## config.mk

```make
export PLATFORM = sky130hd
export DESIGN_NAME = seven_seg_reader
export DESIGN_NICKNAME = d
export VERILOG_FILES = /design/src/rtl/seven_seg_pkg.sv /design/src/rtl/seven_seg_reader_decode.sv /design/src/rtl/seven_seg_reader.sv
export SDC_FILE = /design/constraint.sdc
export NUM_CORES = 1
export LEC_CHECK = 0
export CELL_PAD_IN_SITES_DETAIL_PLACEMENT = 1
export CELL_PAD_IN_SITES_GLOBAL_PLACEMENT = 2
export CORE_UTILIZATION = 38
export CTS_CLUSTER_DIAMETER = 200
export DETAILED_ROUTE_END_ITERATION = 10
export PLACE_DENSITY_LB_ADDON = 0.1
export SYNTH_ARGS = -nofsm -noshare
export SYNTH_HDL_FRONTEND = slang
export SYNTH_SLANG_ARGS = --single-unit
```

## constraint.sdc

```tcl
create_clock -name clk -period 7.2 [get_ports clk]
set_input_delay 1.8 -clock clk [delete_from_list [all_inputs] [get_ports clk]]
set_output_delay 1.8 -clock clk [all_outputs]
set_load 0.05 [all_outputs]
```

## src/rtl/seven_seg_pkg.sv

```systemverilog
// Shared seven-segment definitions for the encoder and reader paths.
// Pattern bit order is {a,b,c,d,e,f,g}, so segment a is the MSB.
package seven_seg_pkg;

  localparam int SEG_W = 7;

  localparam logic [SEG_W-1:0] SEG_0     = 7'b1111110;
  localparam logic [SEG_W-1:0] SEG_1     = 7'b0110000;
  localparam logic [SEG_W-1:0] SEG_2     = 7'b1101101;
  localparam logic [SEG_W-1:0] SEG_3     = 7'b1111001;
  localparam logic [SEG_W-1:0] SEG_4     = 7'b0110011;
  localparam logic [SEG_W-1:0] SEG_5     = 7'b1011011;
  localparam logic [SEG_W-1:0] SEG_6     = 7'b1011111;
  localparam logic [SEG_W-1:0] SEG_7     = 7'b1110000;
  localparam logic [SEG_W-1:0] SEG_8     = 7'b1111111;
  localparam logic [SEG_W-1:0] SEG_9     = 7'b1111011;
  localparam logic [SEG_W-1:0] SEG_A     = 7'b1110111;
  localparam logic [SEG_W-1:0] SEG_B     = 7'b0011111;
  localparam logic [SEG_W-1:0] SEG_C     = 7'b1001110;
  localparam logic [SEG_W-1:0] SEG_D     = 7'b0111101;
  localparam logic [SEG_W-1:0] SEG_E     = 7'b1001111;
  localparam logic [SEG_W-1:0] SEG_F     = 7'b1000111;
  localparam logic [SEG_W-1:0] SEG_BLANK = 7'b0000000;

  // Entry i holds the pattern for nibble i.
  localparam logic [15:0][SEG_W-1:0] SEG_TABLE = {
    SEG_F, SEG_E, SEG_D, SEG_C, SEG_B, SEG_A, SEG_9, SEG_8,
    SEG_7, SEG_6, SEG_5, SEG_4, SEG_3, SEG_2, SEG_1, SEG_0
  };

  typedef struct packed {
    logic       legal;   // pattern is one of the 16 hex glyphs
    logic       blank;   // pattern is all segments off
    logic [3:0] nibble;  // valid only when legal
  } seg_dec_t;

  function automatic seg_dec_t seg_decode(input logic [SEG_W-1:0] pat);
    seg_dec_t r;
    r = '0;
    r.blank = (pat == SEG_BLANK);
    for (int i = 0; i < 16; i++) begin
      if (pat == SEG_TABLE[i]) begin
        r.legal  = 1'b1;
        r.nibble = 4'(i);
      end
    end
    return r;
  endfunction

endpackage

```

## src/rtl/seven_seg_reader_decode.sv

```systemverilog
// seg_pattern_decode: combinational glyph decoder.
//   pat    : 7-bit {a..g} pattern
//   legal  : pattern is a hex glyph
//   blank  : pattern is all-off
//   nibble : decoded hex value (meaningful when legal)
module seg_pattern_decode
  import seven_seg_pkg::*;
(
  input  logic [SEG_W-1:0] pat,
  output logic             legal,
  output logic             blank,
  output logic [3:0]       nibble
);
  seg_dec_t dec;

  assign dec    = seg_decode(pat);
  assign legal  = dec.legal;
  assign blank  = dec.blank;
  assign nibble = dec.nibble;
endmodule

```

## src/rtl/seven_seg_reader.sv

```systemverilog
// seven_seg_reader: recovers per-digit nibbles from a multiplexed
// seven-segment bus, committing a digit only after STABLE_CNT identical
// samples.
//   clk, rst      : clock, synchronous active-high reset
//   a..g, an      : segment lines and one-hot digit enables
//   value, blank  : committed nibble / blank flag per digit
//   upd, upd_idx  : one-clock strobe + digit index on committed change
//   err_pat       : one-clock strobe, illegal pattern reached stability
//   err_an        : one-clock strobe, multi-hot an seen on a sample
module seven_seg_reader
  import seven_seg_pkg::*;
#(
  parameter int DIGITS     = 4,
  parameter int SAMPLE_DIV = 16,
  parameter int STABLE_CNT = 3
) (
  input  logic                  clk,
  input  logic                  rst,
  input  logic                  a,
  input  logic                  b,
  input  logic                  c,
  input  logic                  d,
  input  logic                  e,
  input  logic                  f,
  input  logic                  g,
  input  logic [DIGITS-1:0]     an,
  output logic [4*DIGITS-1:0]   value,
  output logic [DIGITS-1:0]     blank,
  output logic                  upd,
  output logic [2:0]            upd_idx,
  output logic                  err_pat,
  output logic                  err_an
);
  localparam int DIV_W   = (SAMPLE_DIV > 1) ? $clog2(SAMPLE_DIV) : 1;
  localparam int CNT_W   = $clog2(STABLE_CNT + 1);
  localparam int DIGIT_W = (DIGITS > 1) ? $clog2(DIGITS) : 1;
  localparam logic [CNT_W-1:0] CNT_SAT = CNT_W'(STABLE_CNT);

  logic [DIV_W-1:0]                   div_q;
  logic                               tick;
  // Bus is registered every clock; the tick acts on this registered copy.
  logic [SEG_W-1:0]                   seg_q;
  logic [DIGITS-1:0]                  an_q;
  logic [DIGITS-1:0][SEG_W-1:0]       cand_q;
  logic [DIGITS-1:0][CNT_W-1:0]       cnt_q;
  logic [DIGITS-1:0][3:0]             value_q;

  logic [DIGIT_W-1:0] k;
  logic               an_one, an_multi;
  logic               same, sat, commit, changed;
  logic [CNT_W-1:0]   nxt_cnt;
  logic               dec_legal, dec_blank;
  logic [3:0]         dec_nib;
  logic [3:0]         new_val;
  logic               new_blank;

  assign tick  = (div_q == DIV_W'(SAMPLE_DIV - 1));
  assign value = value_q;

  seg_pattern_decode u_dec (
    .pat    (seg_q),
    .legal  (dec_legal),
    .blank  (dec_blank),
    .nibble (dec_nib)
  );

  always_comb begin
    k = '0;
    for (int i = 0; i < DIGITS; i++) begin
      if (an_q[i]) k = DIGIT_W'(i);
    end
    an_one   = (an_q != '0) && ((an_q & (an_q - DIGITS'(1))) == '0);
    an_multi = (an_q != '0) && !an_one;

    same    = (seg_q == cand_q[k]);
    sat     = (cnt_q[k] == CNT_SAT);
    nxt_cnt = same ? (sat ? cnt_q[k] : cnt_q[k] + CNT_W'(1)) : CNT_W'(1);
    // Commit only on the transition into saturation, not while parked there.
    commit  = tick && an_one && (nxt_cnt == CNT_SAT) && !(same && sat);

    new_val   = value_q[k];
    new_blank = blank[k];
    if (dec_legal) begin
      new_val   = dec_nib;
      new_blank = 1'b0;
    end else if (dec_blank) begin
      new_blank = 1'b1;
    end
    changed = commit && {new_blank, new_val} != {blank[k], value_q[k]};
  end

  always_ff @(posedge clk) begin
    if (rst) begin
      div_q   <= '0;
      seg_q   <= '0;
      an_q    <= '0;
      cand_q  <= '0;
      cnt_q   <= '0;
      value_q <= '0;
      blank   <= '1;
      upd     <= 1'b0;
      upd_idx <= '0;
      err_pat <= 1'b0;
      err_an  <= 1'b0;
    end else begin
      div_q   <= tick ? '0 : div_q + DIV_W'(1);
      seg_q   <= {a, b, c, d, e, f, g};
      an_q    <= an;
      upd     <= 1'b0;
      err_pat <= 1'b0;
      err_an  <= 1'b0;
      if (tick && an_multi) begin
        err_an <= 1'b1;
      end else if (tick && an_one) begin
        cand_q[k] <= seg_q;
        cnt_q[k]  <= nxt_cnt;
        if (commit) begin
          value_q[k] <= new_val;
          blank[k]   <= new_blank;
          if (!dec_legal && !dec_blank) err_pat <= 1'b1;
          if (changed) begin
            upd     <= 1'b1;
            upd_idx <= 3'(k);
          end
        end
      end
    end
  end
endmodule

```

Word-level counts from Yosys, hierarchy flattened
Index checks and enable logic that the tools add are counted.

Bits in registers: 76. Input port bits: 13. Output and inout port bits: 26. Logic and storage cells: 134.

$add $sub $neg: 3. Magnitude comparators: 2. Equal/unequal tests: 21. Mux-type cells: 62. Bitwise logic cells: 4. Reduce and logical (&&, ||, !) cells: 22.

Operators by type and width (count): $eq A7 B7 Y1 const B (12); $mux W4 (11); $bwmux W28 (1); $mux W1 (25); $eq A7 B6 Y1 const B (3); $bwmux W16 (1); $mux W2 (8); $bmux W7 S2 (1); $demux W7 S2 (1); $mux W7 (2); $mux W3 (4); $logic_and A1 B1 Y1 (10); $bmux W4 S2 (1); $bwmux W8 (1); $demux W4 S2 (1); $eq A7 B5 Y1 const B (1); $eq A7 B7 Y1 (1); $logic_not A7 Y1 (1); $ne A5 B5 Y1 (1); $add A4 B1 Y4 const B (1); $and A4 B4 Y4 (1); $bmux W2 S2 (1); $bwmux W4 (1); $demux W2 S2 (1); 17 further kinds (23).

Longest topological paths before layout
Gate-level depths: netlist (run 1).

Depth in word-level cells: 21. Mapped depth: 11. Gate-level depth less buffers: 8.

Modules after synthesis
From an unflattened synthesis (run 1), not the netlist that was laid out.

Cell total of the unflattened synthesis: 460. Area, all modules: 4160.2 sq um.

By module, submodules not included: seven_seg_reader (instances 1, cells an instance 405, area each 3784.9 sq um, seq. area each 1521.5 sq um); seg_pattern_decode (instances 1, cells an instance 55, area each 375.4 sq um, seq. area each 0.0 sq um).

Least setup slack after synthesis (run 1)
No wires, ideal clock.

Path type: input -> register. Start: input port rst. End: register cand_q[20] (netlist name). Arrival time: 2.397 ns. Slack: 4.675 ns. Stages: 3. Path buffers: 2. Cell sequence: clkbuf_1 -> buf_1 -> nor2_1.

RTL lines: start, declared (line seven_seg_reader.sv:18) `input logic rst,`; end signal, assigned by index (line seven_seg_reader.sv:115) `cand_q[k] <= seg_q;`; end, declared (line seven_seg_reader.sv:44) `logic [DIGITS-1:0][SEG_W-1:0] cand_q;`.

No word-level cell between the ends.

Worst setup path in the final report (run 1)
Start: register an_q[3]. End: register blank[0].

Longest elaborated chain between the ends: 10.

RTL lines: start, declared (line seven_seg_reader.sv:43) `logic [DIGITS-1:0] an_q;`; start signal, assigned (line seven_seg_reader.sv:108) `an_q <= an;`; $mux W2 (line seven_seg_reader.sv:70) `if (an_q[i]) k = DIGIT_W'(i);`; $bmux W2 S2 (line seven_seg_reader.sv:76, seven_seg_reader.sv:77); $mux W2 (not written as such) (line seven_seg_reader.sv:76, seven_seg_reader.sv:77); $add A2 B1 Y2 / $eq A2 B2 Y1 (equally long branches) (line seven_seg_reader.sv:77, seven_seg_reader.sv:76); $mux W2 (2 in series) (line seven_seg_reader.sv:77) `nxt_cnt = same ? (sat ? cnt_q[k] : cnt_q[k] + CNT_W'(1)) : CNT_W'(1);`; $eq A2 B2 Y1 (line seven_seg_reader.sv:79) `commit = tick && an_one && (nxt_cnt == CNT_SAT) && !(same && sat);`; $logic_and A1 B1 Y1 (2 in series) (line seven_seg_reader.sv:79); $reduce_and A3 Y1 (no line); end signal, assigned by index (line seven_seg_reader.sv:119) `blank[k] <= new_blank;`; end, declared (line seven_seg_reader.sv:28) `output logic [DIGITS-1:0] blank,`.

Parallel ways exist; a longest one is shown, timed or not. The select of a mux whose other input is x is not followed. A chain may end at the register's enable or synchronous reset.

==> metrics.csv, run 1 <==
stage,metric,value,unit
synth,Syn Area/Cell,8.95,µm²
routing,wire per inst,17.2,µm
routing,DRC viols,0,
die,DIE AREA,10800,µm²
placed_design,pre-CTS WS,3.21,ns
pwr,Switch Pwr,0.211,mW
clock_tree,Sink Count,76,
global_routing,vias in the first global route,3351,
die,Core ar.,9910,µm²
die,Initial Util,0.399,
synth,Post-Syn Area,3950,µm²
pwr,combinational fraction of design power,0.076,
cells_and_area,layout cells sized above 1,0.0927,
pwr,Int Pwr,0.608,mW
placed_design,GPL Wtd Cong,0.781,
die,I/O Pins,39,
global_routing,GRT overflow,0,
clock_tree,Resized cells post-CTS,0,
job,MaxCap Viol Count,0,
worst_hold_path,Hold Crit Start,cand_q[0],
synth,"Seq/Total Area, Yosys",0.385,
routing,Antenna Nets Post-Route,0,
pwr,Pleak,1.67,nW
cells_and_area,fin cells,597,
timing,f_max,250,MHz
cells_and_area,design area,4500,µm²
placed_design,PortBufs,37,
synth,Post-synth EDFFs,0,
worst_hold_path,Hold Path Stages,2,
clock_tree,postcts setup bufs,0,
worst_setup_path,R2R Path End,blank[0],
cells_and_area,Layout Utilization,0.455,
worst_setup_path,R2R setup slack,3.21,ns
routing,DR vias/cell,5.36,
pwr,clock share of power,0.389,
synth,Synthesized Nets,456,
timing,Worst Max-Slew Pin Slew,0.956,ns
timing,endpoints failing hold,0,
timing,"Worst Setup Slack, final",3.21,ns
die,Die H,104,µm
die,chip width,104,µm
timing,post-route minimum period,3.99,ns
timing,Clock Skews,0.0151,ns
worst_setup_path,crit path DAT,4.24,ns
die,Cell Rows,36,
outcome,status,finished clean,
global_routing,first-pass GRT wire length,17200,µm
cells_and_area,antenna cells,0,
placed_design,dpl cells,581,
routing,drt pass-1 iters,4,
pwr,Sequential Power Share,0.535,
pwr,Max VDD drop,0.0856,mV
cells_and_area,fillers,1180,
routing,Initial DRC Count,77,
global_routing,initial antenna violation count,0,
timing,"Slew Viols, Final",0,
cells_and_area,nets,473,
synth,Yosys reg bits,76,
clock_tree,clock latency on the worst-skew pair,0.36,ns
worst_hold_path,Hold Path Sink,cand_q[0],
synth,"Top FF cell, synth",dfxtp_1,
worst_setup_path,critical path capture point type,flip-flop,
placed_design,DP HPWL,6930,µm
timing,final worst path period share,0.555,
clock_tree,root buffer cell,clkbuf_8,
worst_setup_path,crit start category,flip-flop,
clock_tree,Worst-path clk slew,0.09,ns
synth,synth warn,0,
placed_design,Placed Area,4320,µm²
timing,setup TNS,0,ns
cells_and_area,Layout area overhead,13.9,%
clock_tree,TritonCTS clock tree,built,
clock_tree,cts hold-fix bufs,0,
synth,Syn Inst Count,442,
global_routing,largest net degree at the start of global routing,42,
global_routing,total track usage,0.198,
clock_tree,clk buf depth,2,
timing,RSZ-0062 raised after global routing,no,
timing,Setup Viol. Count Final,0,
synth,Synth async-reset ratio,0,
worst_setup_path,Worst EP required,7.45,ns
worst_setup_path,"Max FO, Critical Path",20,
routing,routed wire length,10200,µm
pwr,PwrDens,182,nW/µm²
worst_setup_path,critical path class,flip-flop to flip-flop,
pwr,Switching Share,0.258,
worst_setup_path,r2r startpoint,an_q[3],
clock_tree,CTS buffer count,9,
worst_setup_path,reg2reg path depth,8,
timing,Max-slew headroom,0.360,
worst_hold_path,Hold Path Class,flip-flop to flip-flop,
clock_tree,H-tree depth,3,
routing,Vias,3199,
synth,Cell variety after synth,63,
## per-stage QoR
stage | hold slack (ns) | power [mW]
floorplan | 0.446 | 0.495
CTS | 0.501 | 0.833
finish | 0.492 | 0.819
detailed placement | 0.480 | 0.511
global placement | 0.466 | 0.509
global route | 0.522 | 0.854
## layer usage
layer | up-vias | share of wire | GRT usage
li1 | 1578 | - | -
met1 | 1582 | 0.47 | 0.249
met2 | 28 | 0.49 | 0.343
met3 | 11 | 0.018 | 0.0351
met4 | 0 | 0.014 | 0.0612
met5 | - | 0 | 0
## how the worst max path moves through the flow
| stage | start | to | slack (ns) | cells after the start |
|---|---|---|---|---|
| 6_report | an_q[3] | blank[0] | 3.21 | 8 |
| 3_3_place_gp | an_q[3] | blank[0] | 3.34 | 8 |
| 3_5_place_dp | an_q[3] | blank[0] | 3.21 | 8 |
| 5_1_grt | an_q[3] | blank[0] | 2.89 | 8 |
| 2_1_floorplan | rst | cand_q[20] | 4.68 | 3 |
| 4_1_cts | an_q[3] | blank[0] | 3.19 | 8 |
## flip-flops by register name, indices dropped and copies added, names as in the netlist
register and count:
cand_q 28, value 16, cnt_q 8, seg_q 7, an_q 4, blank 4
div_q 4, upd_idx 2, err_an 1, err_pat 1, upd 1
## critical path, stage by stage, from the launching register on
cell	delay, ns
dfxtp_1	0.86
inv_2	0.40
o221ai_1	0.30
a22oi_1	0.11
nor4_2	0.34
nand4_1	0.79
nor4_4	0.70
nor2b_1	0.10
a211o_1	0.27
## power by group through the flow
stage	clock, mW	combinational [mW]	sequential, mW
after floorplan	0	0.0568	0.438
after global placement	0	0.0616	0.448
after detailed placement	0	0.0632	0.448
after CTS	0.331	0.0635	0.438
after global routing	0.345	0.0688	0.440
final	0.318	0.0624	0.438
## cells in the mapped netlist (all sizes together), types with 3 or more instances
cell type | instances | area, µm²
o21ai | 14 | 73.8
a21oi | 23 | 119
and3 | 3 | 18.8
buf | 23 | 164
o21a | 3 | 22.5
mux2i | 58 | 581
nand4 | 5 | 31.3
a22oi | 4 | 30.0
dfxtp | 76 | 1520
o221ai | 4 | 35.0
o211ai | 9 | 72.6
a211oi | 4 | 40.0
clkbuf | 12 | 45.0
nor2 | 73 | 314
nand3b | 3 | 22.5
nor4 | 6 | 58.8
inv | 12 | 45.0
nand2b | 5 | 31.3
nor2b | 17 | 106
nor3 | 13 | 70.1
mux2 | 7 | 90.1
nand4bb | 3 | 33.8
nand2 | 23 | 86.3
xnor2 | 8 | 70.1
a211o | 3 | 26.3
nand3 | 7 | 35.0
## final cells by class
cell class | count | area (µm²) | share of cell area
Timing Repair Buffer | 41 | 395 | 0.0878
Multi-Input combinational cell | 319 | 2190 | 0.487
Clock buffer | 10 | 128 | 0.0283
Inverter | 12 | 45.0 | 0.0100
Sequential cell | 76 | 1520 | 0.338
Clock inverter | 6 | 55.1 | 0.0122
Tap cell | 133 | 166 | 0.0369
## cells by family (layout without fill, tap and decap cells)
group / Yosys count / count (layout) / synth area share
buf+inv: 47 / 69 / 0.0642
simple gates: 168 / 168 / 0.224
compound gates: 75 / 75 / 0.133
xor+xnor: 9 / 9 / 0.0199
fa+ha+maj: 1 / 1 / 0.00316
flops: 76 / 76 / 0.385
mux: 65 / 65 / 0.170
other cells: 1 / 1 / 0.000948
## cells in the final DEF (no fill, tap or decap), drive strengths merged, types with 2 or more instances in the layout
| master | n |
|---|---|
| a211o | 3 |
| a211oi | 4 |
| a21boi | 2 |
| a21oi | 23 |
| a22oi | 4 |
| a2bb2oi | 2 |
| and3 | 3 |
| buf | 5 |
| clkbuf | 10 |
| clkdlybuf4s50 | 36 |
| clkinv | 5 |
| dfxtp | 76 |
| inv | 12 |
| mux2 | 7 |
| mux2i | 58 |
| nand2 | 23 |
| nand2b | 5 |
| nand3 | 7 |
| nand3b | 3 |
| nand4 | 5 |
| nand4bb | 3 |
| nor2 | 73 |
| nor2b | 17 |
| nor3 | 13 |
| nor4 | 6 |
| o211ai | 9 |
| o21a | 3 |
| o21ai | 14 |
| o221ai | 4 |
| or2 | 2 |
| or3 | 2 |
| or4 | 2 |
| xnor2 | 8 |
Power figures use the tool's default switching activity.
==> run 2: changes to the inputs <==
CORE_UTILIZATION = 35   (was 38)
clock period = 4.03 ns   (was 7.2 ns; I/O delays follow)
==> run 2 against run 1 <==
Net effect: global-route usage increased by 0.47 points; critical path depth up 2; clock skew down 0.0092 ns; sequential power grew 80%; routed wire length up 6.4%; total power up 100%; worst setup slack lost 2.3 ns; via count is 1.4% higher; sequential share of layout area is 0.80 points lower; final area increased by 2.4%; maximum frequency up 29%; non-clock buffer count is 2 higher; critical path type unchanged.
==> metrics.csv, run 2 (synthesis results as in run 1) <==
stage,metric,value,unit,change
pwr,Design Power,1.67,mW,was 0.819 mW
worst_setup_path,"Max FO, Critical Path",15,,was 20
worst_setup_path,critical path capture point type,flip-flop,,unchanged
timing,"Worst Setup Slack, final",0.933,ns,was 3.21 ns
routing,routed wire length,10900,µm,was 10200 µm
clock_tree,Resized cells post-CTS,0,,unchanged
timing,setup TNS,0,ns,unchanged
pwr,Pleak,1.72,nW,was 1.67 nW
worst_setup_path,Worst EP required,4.26,ns,was 7.45 ns
die,Initial Util,0.362,,was 0.399
worst_setup_path,critical path class,flip-flop to flip-flop,,unchanged
timing,Setup Viol. Count Final,0,,unchanged
timing,f_max,323,MHz,was 250 MHz
global_routing,total track usage,0.203,,was 0.198
pwr,Max VDD drop,0.161,mV,was 0.0856 mV
global_routing,largest net degree at the start of global routing,57,,was 42
clock_tree,Worst-path clk slew,0.06,ns,was 0.09 ns
clock_tree,H-tree depth,3,,unchanged
worst_setup_path,crit start category,flip-flop,,unchanged
routing,Initial DRC Count,121,,was 77
timing,"Slew Viols, Final",0,,unchanged
clock_tree,cts hold-fix bufs,0,,unchanged
routing,DR vias/cell,5.37,,was 5.36
timing,Clock Skews,0.00595,ns,was 0.0151 ns
cells_and_area,number of flip-flops in the largest register,28,,unchanged
timing,RSZ-0062 raised after global routing,no,,unchanged
global_routing,initial antenna violation count,0,,unchanged
die,Die H,108,µm,was 104 µm
global_routing,vias in the first global route,3390,,was 3351
clock_tree,root buffer cell,clkbuf_16,,was clkbuf_8
timing,endpoints failing hold,0,,unchanged
worst_hold_path,Hold Path Class,flip-flop to flip-flop,,unchanged
timing,final worst path period share,0.768,,was 0.555
clock_tree,Sink Count,76,,unchanged
clock_tree,clk buf depth,2,,unchanged
worst_setup_path,worst path cell trace,buf_4 > mux2i_1 > xnor2_1 > a22oi_1 > nor4_2 > nand4_1 > buf_4 > nor4_4 > nor2b_1 > a211o_1,,was inv_2 > o221ai_1 > a22oi_1 > nor4_2 > nand4_1 > nor4_4 > nor2b_1 > a211o_1
routing,Antenna Nets Post-Route,0,,unchanged
worst_hold_path,Hold Path Stages,2,,unchanged
clock_tree,postcts setup bufs,0,,unchanged
routing,Vias,3244,,was 3199
placed_design,PortBufs,37,,unchanged
outcome,status,finished clean,,unchanged
routing,drt pass-1 iters,6,,was 4
die,I/O Pins,39,,unchanged
worst_setup_path,crit-path max cell delay,0.68,ns,was 0.86 ns
clock_tree,CTS buffer count,9,,unchanged
worst_setup_path,reg2reg path depth,10,,was 8
global_routing,first-pass GRT wire length,17900,µm,was 17200 µm
cells_and_area,nets,475,,was 473
cells_and_area,antenna cells,0,,unchanged
placed_design,DP HPWL,7240,µm,was 6930 µm
global_routing,GRT overflow,0,,unchanged
pwr,PwrDens,361,nW/µm²,was 182 nW/µm²
cells_and_area,Layout area overhead,16.7,%,was 13.9%
cells_and_area,Reg with most FFs,cand_q,,unchanged
die,Cell Rows,38,,was 36
cells_and_area,"commonest non-fill, non-tap cell in the layout",dfxtp_1,,unchanged
routing,wire per inst,18.1,µm,was 17.2 µm
routing,DRC viols,0,,unchanged
worst_setup_path,crit path DAT,3.32,ns,was 4.24 ns
job,MaxCap Viol Count,0,,unchanged
placed_design,GPL Wtd Cong,0.750,,was 0.781
die,Core ar.,10900,µm²,was 9910 µm²
cells_and_area,most frequent cells in the layout,"dfxtp_1 (76), nor2_1 (70), mux2i_1 (58)",,unchanged
cells_and_area,layout cells sized above 1,0.0948,,was 0.0927
timing,Worst Max-Slew Pin Slew,1.09,ns,was 0.956 ns
timing,post-route minimum period,3.10,ns,was 3.99 ns
timing,Max-slew headroom,0.276,,was 0.360
clock_tree,TritonCTS clock tree,built,,unchanged
cells_and_area,fin cells,604,,was 597
placed_design,pre-CTS WS,0.926,ns,was 3.21 ns
worst_setup_path,slowest stage cell on the critical path,dfxtp_1,,unchanged
placed_design,dpl cells,590,,was 581
timing,WHS,0.493,ns,was 0.492 ns
die,chip width,108,µm,was 104 µm
die,DIE AREA,11700,µm²,was 10800 µm²
worst_setup_path,most frequent CP cell,buf_4,,
clock_tree,clock latency on the worst-skew pair,0.34,ns,was 0.36 ns
==> run 2: cell count changes in the layout (fill, tap and decap cells not counted), sizes merged <==
cell,change
clkinv,-3
clkbuf,+2
bufinv,-1
buf,+2
==> run 2: final cells by class <==
| type | count | area [µm²] |
|---|---|---|
| Tap cell | 140 | 175 |
| Timing Repair Buffer | 43 | 410 |
| Inverter | 12 | 45.0 |
| Fill cell | 1294 | 6320 |
| Multi-Input combinational cell | 319 | 2180 |
| Clock inverter | 2 | 10.0 |
| Clock buffer | 12 | 267 |
| Sequential cell | 76 | 1520 |
==> run 2: report_power, final <==
| part | switching [mW] | internal (mW) |
|---|---|---|
| Sequential | 0.0279 | 0.760 |
| Combinational | 0.0659 | 0.0462 |
| Clock | 0.309 | 0.458 |
==> run 2: path summary, 6_finish.rpt <==
path	start	to	slack (ns)
worst max-delay path	an_q[1]	blank[0]	0.93
worst max register to register	an_q[1]	blank[0]	0.93
worst min register to register	cand_q[14]	cand_q[14]	0.49
worst min-delay path	cand_q[14]	cand_q[14]	0.49
==> run 2: critical path, delay by kind of cell, from the launching register on <==
| kind | cells | cell delay [ns] |
|---|---|---|
| AND/OR/NAND/NOR | 4 | 0.90 |
| flip-flops | 1 | 0.68 |
| buffers and inverters | 2 | 0.60 |
| AO/OA/AOI/OAI | 2 | 0.40 |
| multiplexers | 1 | 0.25 |
| XOR/XNOR | 1 | 0.14 |
==> run 2: stage by stage <==
step / util / cell area [µm²]
final: 0.422 / 4610
after global placement: 0.397 / 4340
after CTS: 0.422 / 4610
after floorplan: - / 3950
after detailed placement: 0.397 / 4340
after global routing: 0.422 / 4610
==> run 2: layer usage <==
metal	wire, µm	track usage	vias to the layer above	part of all wire
met5	0	0	-	0
met4	232	0.0869	0	0.021
met3	246	0.0356	21	0.023
met2	5420	0.349	49	0.50
met1	5010	0.247	1594	0.46
li1	-	-	1580	-
==> run 3: changes to the inputs <==
clock period = 3.2 ns   (was 4.03 ns; I/O delays follow)
==> run 3 against run 2 <==
Net effect: routed wire length is 2.3% lower; combinational power increased by 29%; via count fell by 0.80%; sequential share of layout area down 0.79 points; critical path depth decreased by 1; hold slack better by 0.0034 ns; first-iteration DRC count fell by 35%; highest routed layer unchanged; largest cell class unchanged; clock power grew 50%; count of clock-buffer cells in the layout up 1; sequential cell count unchanged.
==> metrics.csv, run 3 (synthesis results as in run 1) <==
stage,metric,value,unit,change
pwr,Design Power,2.29,mW,was 1.67 mW
global_routing,largest net degree at the start of global routing,46,,was 57
worst_setup_path,"delay-heaviest family, CP",flip-flops,,was simple AND/OR/NAND/NOR gates
timing,Setup Viol. Count Final,0,,unchanged
die,Cell Rows,38,,unchanged
timing,Worst Max-Slew Pin Slew,0.880,ns,was 1.09 ns
outcome,status,finished clean,,unchanged
clock_tree,Worst-path clk slew,0.06,ns,about the same
die,Die H,108,µm,unchanged
placed_design,DP HPWL,7440,µm,was 7240 µm
pwr,clock share of power,0.504,,was 0.460
cells_and_area,Register Area,1520,µm²,unchanged
worst_setup_path,critical path capture point type,flip-flop,,unchanged
die,Initial Util,0.362,,unchanged
pwr,Switching Share,0.227,,was 0.241
global_routing,total track usage,0.195,,was 0.203
worst_setup_path,R2R setup slack,0.24,ns,was 0.93 ns
pwr,PwrDens,484,nW/µm²,was 361 nW/µm²
pwr,combinational fraction of design power,0.063,,was 0.067
timing,f_max,337,MHz,was 323 MHz
worst_setup_path,r2r startpoint,an_q[1],,unchanged
routing,DRC viols,0,,unchanged
timing,setup TNS,0,ns,unchanged
worst_setup_path,crit start category,flip-flop,,unchanged
routing,Initial DRC Count,79,,was 121
worst_hold_path,Hold Path Sink,cnt_q[1],,was cand_q[14]
worst_hold_path,Hold Path Stages,2,,unchanged
clock_tree,H-tree depth,3,,unchanged
global_routing,first-pass GRT wire length,17500,µm,was 17900 µm
clock_tree,CTS buffer count,9,,unchanged
clock_tree,clock latency on the worst-skew pair,0.34,ns,about the same
timing,final worst path period share,0.926,,was 0.768
cells_and_area,number of flip-flops in the largest register,28,,unchanged
placed_design,GPL Wtd Cong,0.762,,was 0.750
global_routing,vias in the first global route,3370,,was 3390
cells_and_area,antenna cells,0,,unchanged
worst_setup_path,slowest stage cell on the critical path,dfxtp_1,,unchanged
worst_setup_path,crit-path max cell delay,0.77,ns,was 0.68 ns
clock_tree,cts hold-fix bufs,0,,unchanged
worst_hold_path,Hold Path Class,flip-flop to flip-flop,,unchanged
pwr,Sequential Power Share,0.433,,was 0.473
clock_tree,Resized cells post-CTS,0,,unchanged
worst_setup_path,critical path class,flip-flop to flip-flop,,unchanged
timing,endpoints failing hold,0,,unchanged
timing,Max-slew headroom,0.413,,was 0.276
worst_setup_path,Stages on worst setup path,9,,was 10
worst_setup_path,Worst EP required,3.43,ns,was 4.26 ns
routing,Antenna Nets Post-Route,0,,unchanged
cells_and_area,layout cells sized above 1,0.110,,was 0.0948
pwr,Pleak,1.78,nW,was 1.72 nW
worst_setup_path,CP Buf/Inv Count,2,,unchanged
worst_setup_path,"Max FO, Critical Path",13,,was 15
clock_tree,postcts setup bufs,0,,unchanged
die,I/O Pins,39,,unchanged
die,Core ar.,10900,µm²,unchanged
placed_design,PortBufs,37,,unchanged
die,chip width,108,µm,unchanged
cells_and_area,Layout area overhead,19.6,%,was 16.7%
worst_setup_path,most frequent CP cell,buf_4,,unchanged
routing,drt pass-1 iters,4,,was 6
clock_tree,clk buf depth,2,,unchanged
worst_hold_path,Hold Crit Start,cnt_q[1],,was cand_q[14]
timing,post-route minimum period,2.96,ns,was 3.10 ns
cells_and_area,most frequent cells in the layout,"dfxtp_1 (76), nor2_1 (70), mux2i_1 (58)",,unchanged
placed_design,pre-CTS WS,0.233,ns,was 0.926 ns
cells_and_area,area of the multi-input gates,2180,µm²,unchanged
pwr,Switch Pwr,0.519,mW,was 0.402 mW
clock_tree,Sink Count,76,,unchanged
timing,"Worst Setup Slack, final",0.237,ns,was 0.933 ns
cells_and_area,"commonest non-fill, non-tap cell in the layout",dfxtp_1,,unchanged
global_routing,GRT overflow,0,,unchanged
timing,Clock Skews,0.00692,ns,was 0.00595 ns
routing,DR vias/cell,5.25,,was 5.37
worst_setup_path,worst path cell trace,buf_4 > xnor2_1 > a211oi_1 > o21ai_1 > nor3_2 > nand4_1 > buf_4 > a31oi_4 > mux2_4,,was buf_4 > mux2i_1 > xnor2_1 > a22oi_1 > nor4_2 > nand4_1 > buf_4 > nor4_4 > nor2b_1 > a211o_1
worst_setup_path,crit path DAT,3.19,ns,was 3.32 ns
timing,"Slew Viols, Final",0,,unchanged
cells_and_area,nets,482,,was 475
cells_and_area,Reg with most FFs,cand_q,,unchanged
pwr,Max VDD drop,0.276,mV,was 0.161 mV
routing,routed wire length,10700,µm,was 10900 µm
cells_and_area,Layout Utilization,0.432,,was 0.422
worst_setup_path,R2R Path End,upd_idx[1],,was blank[0]
routing,wire per inst,17.4,µm,was 18.1 µm
global_routing,initial antenna violation count,0,,unchanged
worst_setup_path,reg2reg path depth,9,,was 10
clock_tree,TritonCTS clock tree,built,,unchanged
die,DIE AREA,11700,µm²,unchanged
pwr,Int Pwr,1.77,mW,was 1.26 mW
timing,RSZ-0062 raised after global routing,no,,unchanged
routing,Vias,3218,,was 3244
clock_tree,root buffer cell,clkbuf_16,,unchanged
job,MaxCap Viol Count,0,,unchanged
cells_and_area,fillers,1287,,was 1294
==> run 3: cell types whose count changed in the layout (fill, tap and decap cells not counted), sizes merged <==
cell,previous run,this run
buf,7,14
clkinv,2,0
bufinv,0,2
clkinvlp,0,1
clkbuf,12,13
==> run 3: worst min-delay path: stages, from the launching register on <==
cell and delay [ns]:
dfxtp_1 0.32, mux2i_1 0.07, nor2_1 0.07
==> run 3: layout make-up <==
class / instances / share of cell area
Clock inverter: 3 / 0.0143
Sequential cell: 76 / 0.322
Tap cell: 140 / 0.0371
Timing Repair Buffer: 50 / 0.0979
Clock buffer: 13 / 0.0572
Inverter: 12 / 0.00953
Multi-Input combinational cell: 319 / 0.462
==> run 3: power groups by stage <==
stage / sequential (mW) / combinational, mW / clock (mW)
after floorplan: 0.985 / 0.128 / 0
after global placement: 1.01 / 0.144 / 0
after detailed placement: 1.01 / 0.146 / 0
after CTS: 0.989 / 0.147 / 1.19
after global routing: 0.993 / 0.160 / 1.21
final: 0.990 / 0.144 / 1.15
==> run 3: worst max-delay path by stage <==
stage | startpoint | to | slack (ns)
after floorplan | value[6] | upd_idx[0] | 0.88
after global placement | an_q[1] | upd_idx[0] | 0.28
after detailed placement | an_q[1] | upd_idx[1] | 0.23
after CTS | an_q[1] | upd_idx[1] | 0.21
after global routing | an_q[1] | blank[2] | 0.05
final | an_q[1] | upd_idx[1] | 0.24
==> run 3: metal layers <==
metal / up-vias / routed length (µm) / track usage
li1: 1598 / - / -
met1: 1565 / 5030 / 0.244
met2: 43 / 5270 / 0.338
met3: 12 / 223 / 0.0362
met4: 0 / 135 / 0.0627
met5: - / 0 / 0
==> run 3: stage by stage <==
stage / hold slack (ns) / instance area [µm²] / std cells
after floorplan: 0.446 / 3950 / 442
after detailed placement: 0.484 / 4390 / 597
final: 0.496 / 4730 / 613
after global routing: 0.525 / 4730 / 613
after CTS: 0.499 / 4730 / 613
after global placement: 0.465 / 4390 / 597
